<file path="config.mk">
export PLATFORM = sky130hd
export DESIGN_NAME = regfile_sb
export DESIGN_NICKNAME = d
export VERILOG_FILES = /design/src/rtl/regfile_sb.sv
export SDC_FILE = /design/constraint.sdc
export NUM_CORES = 2
export LEC_CHECK = 0
export CORE_MARGIN = 3
export CORE_UTILIZATION = 49
export DETAILED_ROUTE_END_ITERATION = 16
export PLACE_DENSITY = 0.65
export SKIP_LAST_GASP = 1
export SYNTH_ARGS = -nofsm -noshare
export SYNTH_HDL_FRONTEND = slang
export SYNTH_SLANG_ARGS = --single-unit
</file>
<file path="constraint.sdc">
create_clock -name clk -period 7.5 [get_ports clk]
set_input_delay 1.125 -clock clk [delete_from_list [all_inputs] [get_ports clk]]
set_output_delay 1.125 -clock clk [all_outputs]
set_load 0.005 [all_outputs]
</file>
<file path="src/rtl/regfile_sb.sv">
// regfile_sb: register file with x0 hardwired to zero, a per-register pending-write scoreboard and optional write-to-read bypass
module regfile_sb #(
    parameter int WIDTH = 32,
    parameter int DEPTH = 32,
    parameter int BYPASS = 1,
    localparam int AW = $clog2(DEPTH)
) (
    input  logic             clk,
    input  logic             rst,
    input  logic             we,
    input  logic [AW-1:0]    rd_addr,
    input  logic [WIDTH-1:0] rd_data,
    input  logic [AW-1:0]    rs1_addr,
    input  logic [AW-1:0]    rs2_addr,
    output logic [WIDTH-1:0] rs1_data,
    output logic [WIDTH-1:0] rs2_data,
    output logic             rs1_busy,
    output logic             rs2_busy,
    input  logic             issue,
    input  logic [AW-1:0]    issue_addr,
    output logic [AW:0]      pending_cnt
);
    logic [WIDTH-1:0] regs [DEPTH];
    logic [DEPTH-1:0] busy;
    logic wr, iss, inc, dec, fwd1, fwd2, clr1, clr2;
    always_comb begin
        wr = we && rd_addr != '0;
        iss = issue && issue_addr != '0;
        inc = iss && !busy[issue_addr];
        dec = wr && busy[rd_addr] && !(iss && issue_addr == rd_addr);
        fwd1 = BYPASS != 0 && wr && rs1_addr == rd_addr;
        fwd2 = BYPASS != 0 && wr && rs2_addr == rd_addr;
        // a forwarded write hides the busy bit unless the same cycle re-issues that register
        clr1 = fwd1 && !(iss && issue_addr == rs1_addr);
        clr2 = fwd2 && !(iss && issue_addr == rs2_addr);
        rs1_data = rs1_addr == '0 ? '0 : fwd1 ? rd_data : regs[rs1_addr];
        rs2_data = rs2_addr == '0 ? '0 : fwd2 ? rd_data : regs[rs2_addr];
        rs1_busy = rs1_addr != '0 && !clr1 && busy[rs1_addr];
        rs2_busy = rs2_addr != '0 && !clr2 && busy[rs2_addr];
    end
    always_ff @(posedge clk) begin
        if (rst) begin
            for (int i = 0; i < DEPTH; i++) regs[i] <= '0;
            busy <= '0;
            pending_cnt <= '0;
        end else begin
            if (wr) begin
                regs[rd_addr] <= rd_data;
                busy[rd_addr] <= 1'b0;
            end
            if (iss) busy[issue_addr] <= 1'b1;
            pending_cnt <= pending_cnt + (AW+1)'(inc) - (AW+1)'(dec);
        end
    end
endmodule

</file>
Yosys cells after proc, flatten, opt, wreduce, memory -nomap -nowiden:

Memories as Yosys holds them, arrays and structs flattened.
Cells that the tools add are included.
Widths: inputs -> output; s select.

* add/subtract/negate cells: 2
* $mul: 0
* divide/modulo/power cells: 0
* $lt $le $gt $ge: 6
* equal/unequal tests: 5
* shifts and indexed selects: 0
* mux-type cells: 27
* bitwise gates (word level): 3
* reductions and logical operators: 31

Operator list (number)
* $mux 32: 8
* $and 32x32->32: 1
* $not 32->32: 1
* $or 32x32->32: 1
* $reduce_or 32->1: 1
* $eq 5x5->1: 5
* $lt 5x6->1 const B: 4
* $bmux 1 s5: 4
* $reduce_bool 5->1: 4
* $logic_and 1x1->1: 18
* $mux 1: 12
* $demux 1 s5: 2
* $ge 5x1->1 const B: 2
* $logic_not 5->1: 2
* $add 6x1->6: 1
* $logic_not 1->1: 6
* $sub 6x1->6: 1
* $mux 5: 1

* register bits after elaboration: 38
* latch bits: 0
* memory bits (writable): 1024
* ROM bits: 0
* bits of input ports: 56
* word-level logic and storage cells: 77
* memories: 1

Memories
* regs: words 32, bits a word 32, read ports 2, clocked after memory_dff 0, wr ports 32, RTL line 23 `logic [WIDTH-1:0] regs [DEPTH];`

Logic depth before layout (Yosys ltp):

* word-level depth: 10
* mapped depth: 16

Worst setup path after synthesis:

Ideal clock, no wire load.

* kind: input to register
* from: input port rd_addr[0]
* to: register pending_cnt[5]
* library setup time: 0.121 ns
* arrival: 4.052 ns
* data required time: 7.379 ns
* slack: 3.327 ns
* cell stages on the path: 14
* cells stage by stage: buf_2 > buf_2 > mux4_2 > a22o_1 > a221oi_1 > a221oi_1 > ha_1 > inv_1 > ha_1 > a21o_1 > a21oi_1 > o21bai_1 > a21oi_1 > mux2_2

* cells in the longest elaborated chain, start to end: 5
* elaborated cells between the ends (all ways): 10
* classes of those cells: add/sub (1); eq/ne (1); mux (2); reduce/logical (6)

Ends and longest elaborated chain
* start: declaration: RTL line 11 `input logic [AW-1:0] rd_addr,`
* $bmux 1 s5 (tied with other cells): RTL line 30 `dec = wr && busy[rd_addr] && !(iss && issue_addr == rd_addr);`
* $mux 1 (not written as such) (tied with other cells): RTL line 30
* $logic_and 1x1->1 / $logic_not 1->1 (equally long branches): RTL line 30
* $logic_and 1x1->1 *: RTL line 30
* $sub 6x1->6 *: RTL line 52 `pending_cnt <= pending_cnt + (AW+1)'(inc) - (AW+1)'(dec);`
* end signal: assignment: RTL line 52
* end: declaration: RTL line 21 `output logic [AW:0] pending_cnt`

Every way passes the cells marked *; elsewhere a longest branch is shown, timed or not. The select of a mux whose other input is x is not followed.
A chain may end at the register's enable or synchronous reset.

Worst setup path in the final report:

* from: input port rd_addr[3]
* to: output port rs1_data[5]

* cells in the longest elaborated chain, start to end: 5
* elaborated cells between the ends (all ways): 6
* classes of those cells: eq/ne (1); mux (2); reduce/logical (3)

Ends and longest elaborated chain
* $reduce_bool 5->1: RTL line 27 `wr = we && rd_addr != '0;`
* $logic_and 1x1->1: RTL line 27
* $logic_and 1x1->1 *: RTL line 31 `fwd1 = BYPASS != 0 && wr && rs1_addr == rd_addr;`
* $mux 32 * (2 in series): RTL line 36 `rs1_data = rs1_addr == '0 ? '0 : fwd1 ? rd_data : regs[rs1_addr];`
* end: declaration: RTL line 15 `output logic [WIDTH-1:0] rs1_data,`

Every way passes the cells marked *; elsewhere a longest branch is shown, timed or not.

==> flow_metrics.tcl <==
set metrics [dict create \
    status "completed" \
    ys_ff_latch 1062 \
    max-cap-violations 0 \
    synth_edf_count 1024 \
    die_x_um 351 \
    tritoncts "built" \
    mostFrequentLayoutCell "edfxtp_1" \
    skew_ns 0.00717 \
    rsz0062_at_grt "no" \
    r2r_slack_ns 4.20 \
    rr_startpoint "busy[27]$_SDFF_PP0_" \
    period_share_pct 86.3 \
    yosys.cell_types.count 68 \
    holdBufCountCts 0 \
    clk_pin_slew_ns 0.06 \
    final_cells 5814 \
    fin_setup_tns_ns 0 \
    worstSetupEndpointType "primary output" \
    hold_violations 0 \
    setup_ws_ns 1.03 \
    grt_antenna_before_repair 15 \
    synthesis.area_um2 58400 \
    worst_pin_slew_ns 1.40 \
    grt_util_all_layers_pct 35.2 \
    hold_depth 2 \
    place_congestion 0.891 \
    drc 0 \
    synth_ff_type "edfxtp_1" \
    clock-root-buffer "clkbuf_16" \
    p_per_area_nw_per_um2 228 \
    grt_pass1_vias 39729 \
    antenna_left 0 \
    ys_seq_area_share_pct 54.0 \
    avgSynthCellArea_um2 14.0 \
    crit_chain "clkdlybuf4s50_1 > or3_4 > o31ai_4 > or4_2 > buf_4 > nor2_1 > nor3_1 > clkdlybuf4s50_1" \
    path_max_fanout 22 \
    initial_core_util_pct 49.4 \
    dp.cells 5592 \
    grt-ovfl-total 0 \
    io_buffers 127 \
    crit_type "in -> out" \
    num-fill-cells 9363 \
    drt_first_pass_iters 5 \
    yosysTopAreaCellShare_pct 52.7 \
    dpl.hpwl_mm 131 \
    critPathMaxStageDelay_ns 0.72 \
    clockBufferDepth 3 \
    crit_slowest_cell "clkdlybuf4s50_1" \
    ys_warn_count 0 \
    dr_total_vias 40400 \
    start_kind "input pin" \
    area_growth_pct 11.4 \
    drive_gt1_share_pct 22.1 \
    pin_count 128 \
    power_mw 14.8 \
    yosysTopAreaCell "edfxtp_1" \
    grt_max_degree 75 \
    period_minus_slack_ns 6.47 \
    slew_viol_final 0 \
    clock-sinks 1062 \
    rr_worst_depth 12 \
    cp.arrival_ns 5.35 \
    place_ws_ns 1.03 \
    post_cts_resized 0 \
    clock_latency_ns 0.73 \
    die_area_um2 123000 \
    setup_viol 0 \
    relSlewSlack_pct 6.54 \
    critPathLaunch "rd_addr[3]" \
    hp-class "reg -> reg" \
    async_flop_share_pct 0 \
    max_freq_ghz 0.155 \
    ir_drop_uv 213 \
    die_h_um 351 \
    syn_inst 4177 \
    wire_per_inst_um 37.3 \
    crit_path_frequent_cell "clkdlybuf4s50_1" \
    post_cts_buffers 0 \
    core_um2 118000 \
    layout_common_cells "edfxtp_1 (1,024), and2_1 (996), mux4_2 (440), mux2i_1 (190), buf_4 (157)" \
    drtIter0Drc 6750 \
    via_per_inst 6.95 \
    fin_nets 4238 \
    ctsHtreeMaxLevel 3 \
    r2r_end "pending_cnt[5]$_SDFF_PP0_" \
    synth_area_leaders "edfxtp_1 (53%), mux4_2 (17%), and2_1 (11%)" \
    num_rows 126 \
    crit_required_ns 6.38 \
    crit_end "rs1_data[5]" \
    grt_pass1_wl_mm 304 \
    cts_made_buffers 117 \
    wirelength_mm 217 \
    leakage_nw 22.5 \
]
## report_power, final
part	internal [mW]	switching, mW
clock network	3.27	2.48
logic	0.837	1.23
registers	6.84	0.175
## flip-flops by register name (all words and copies together), names as in the netlist
name	flops
busy	32
pending_cnt	6
regs	1024
## Yosys cell counts, types with 24 or more instances
library cell     n
edfxtp_1      1024
and2_1         996
mux4_2         440
clkbuf_1       258
mux2i_1        190
nor2_1         143
o22ai_1        136
buf_2          112
o21ai_0         87
nor3_1          76
mux2_2          72
nand2_1         52
a21oi_1         49
a221oi_1        42
buf_4           39
dfxtp_1         38
inv_1           38
a21o_1          24
## area by class of cell
cell class	count	area [um2]	area share [%]
inverter	38	143	0.219
antenna	6	15.0	0.0231
clock inverter	83	681	1.05
multi-input combinational	2665	25100	38.6
clock buffer	133	3050	4.69
tap	1536	1920	2.95
sequential	1062	31500	48.4
timing repair buffer	291	2600	4.00
## worst max-delay path: cells and delay by family
kind	cells	cell delay [ns]
buf+inv	3	1.85
simple gates	4	1.92
compound gates	1	0.39
## metrics by stage
stage          area, um2  utilization [%]  hold WS (ns)
2_1_floorplan      58500                -         0.472
3_3_place_gp       61300             51.9         0.487
3_5_place_dp       61300             51.9         0.502
4_1_cts            65000             55.1         0.512
5_1_grt            65000             55.1         0.534
6_report           65000             55.1         0.511
## cells by family (layout without fill, tap and decap cells)
| logic type | Yosys count | count (layout) | synth area share [%] |
|---|---|---|---|
| xor gates and xnor gates | 29 | 29 | 0.435 |
| buffers and inverters | 481 | 545 | 3.85 |
| DFF | 1062 | 1062 | 54.0 |
| and+or+nand+nor | 1394 | 1394 | 14.0 |
| AOI/OAI and AO/OA | 501 | 501 | 5.92 |
| muxes | 702 | 702 | 21.6 |
| other | 1 | 38 | 0.00642 |
| adders and majority gates | 7 | 7 | 0.163 |
## per-layer routing
layer / global-route usage [%] / routed length, um
met4: 19.6 / 14500
met2: 52.6 / 96100
met1: 46.9 / 77700
met3: 9.62 / 28800
met5: 0 / 20
## how the worst min path moves through the flow
stage	slack (ns)	endpoint	start
finish	0.51	busy[19]$_SDFF_PP0_	busy[19]$_SDFF_PP0_
CTS	0.51	busy[0]$_SDFF_PP0_	busy[0]$_SDFF_PP0_
floorplan	0.47	busy[10]$_SDFF_PP0_	busy[10]$_SDFF_PP0_
detailed placement	0.50	busy[11]$_SDFF_PP0_	busy[11]$_SDFF_PP0_
global placement	0.49	busy[11]$_SDFF_PP0_	busy[11]$_SDFF_PP0_
global route	0.53	busy[19]$_SDFF_PP0_	busy[19]$_SDFF_PP0_
Note: power is estimated with default switching activity, not from simulation.
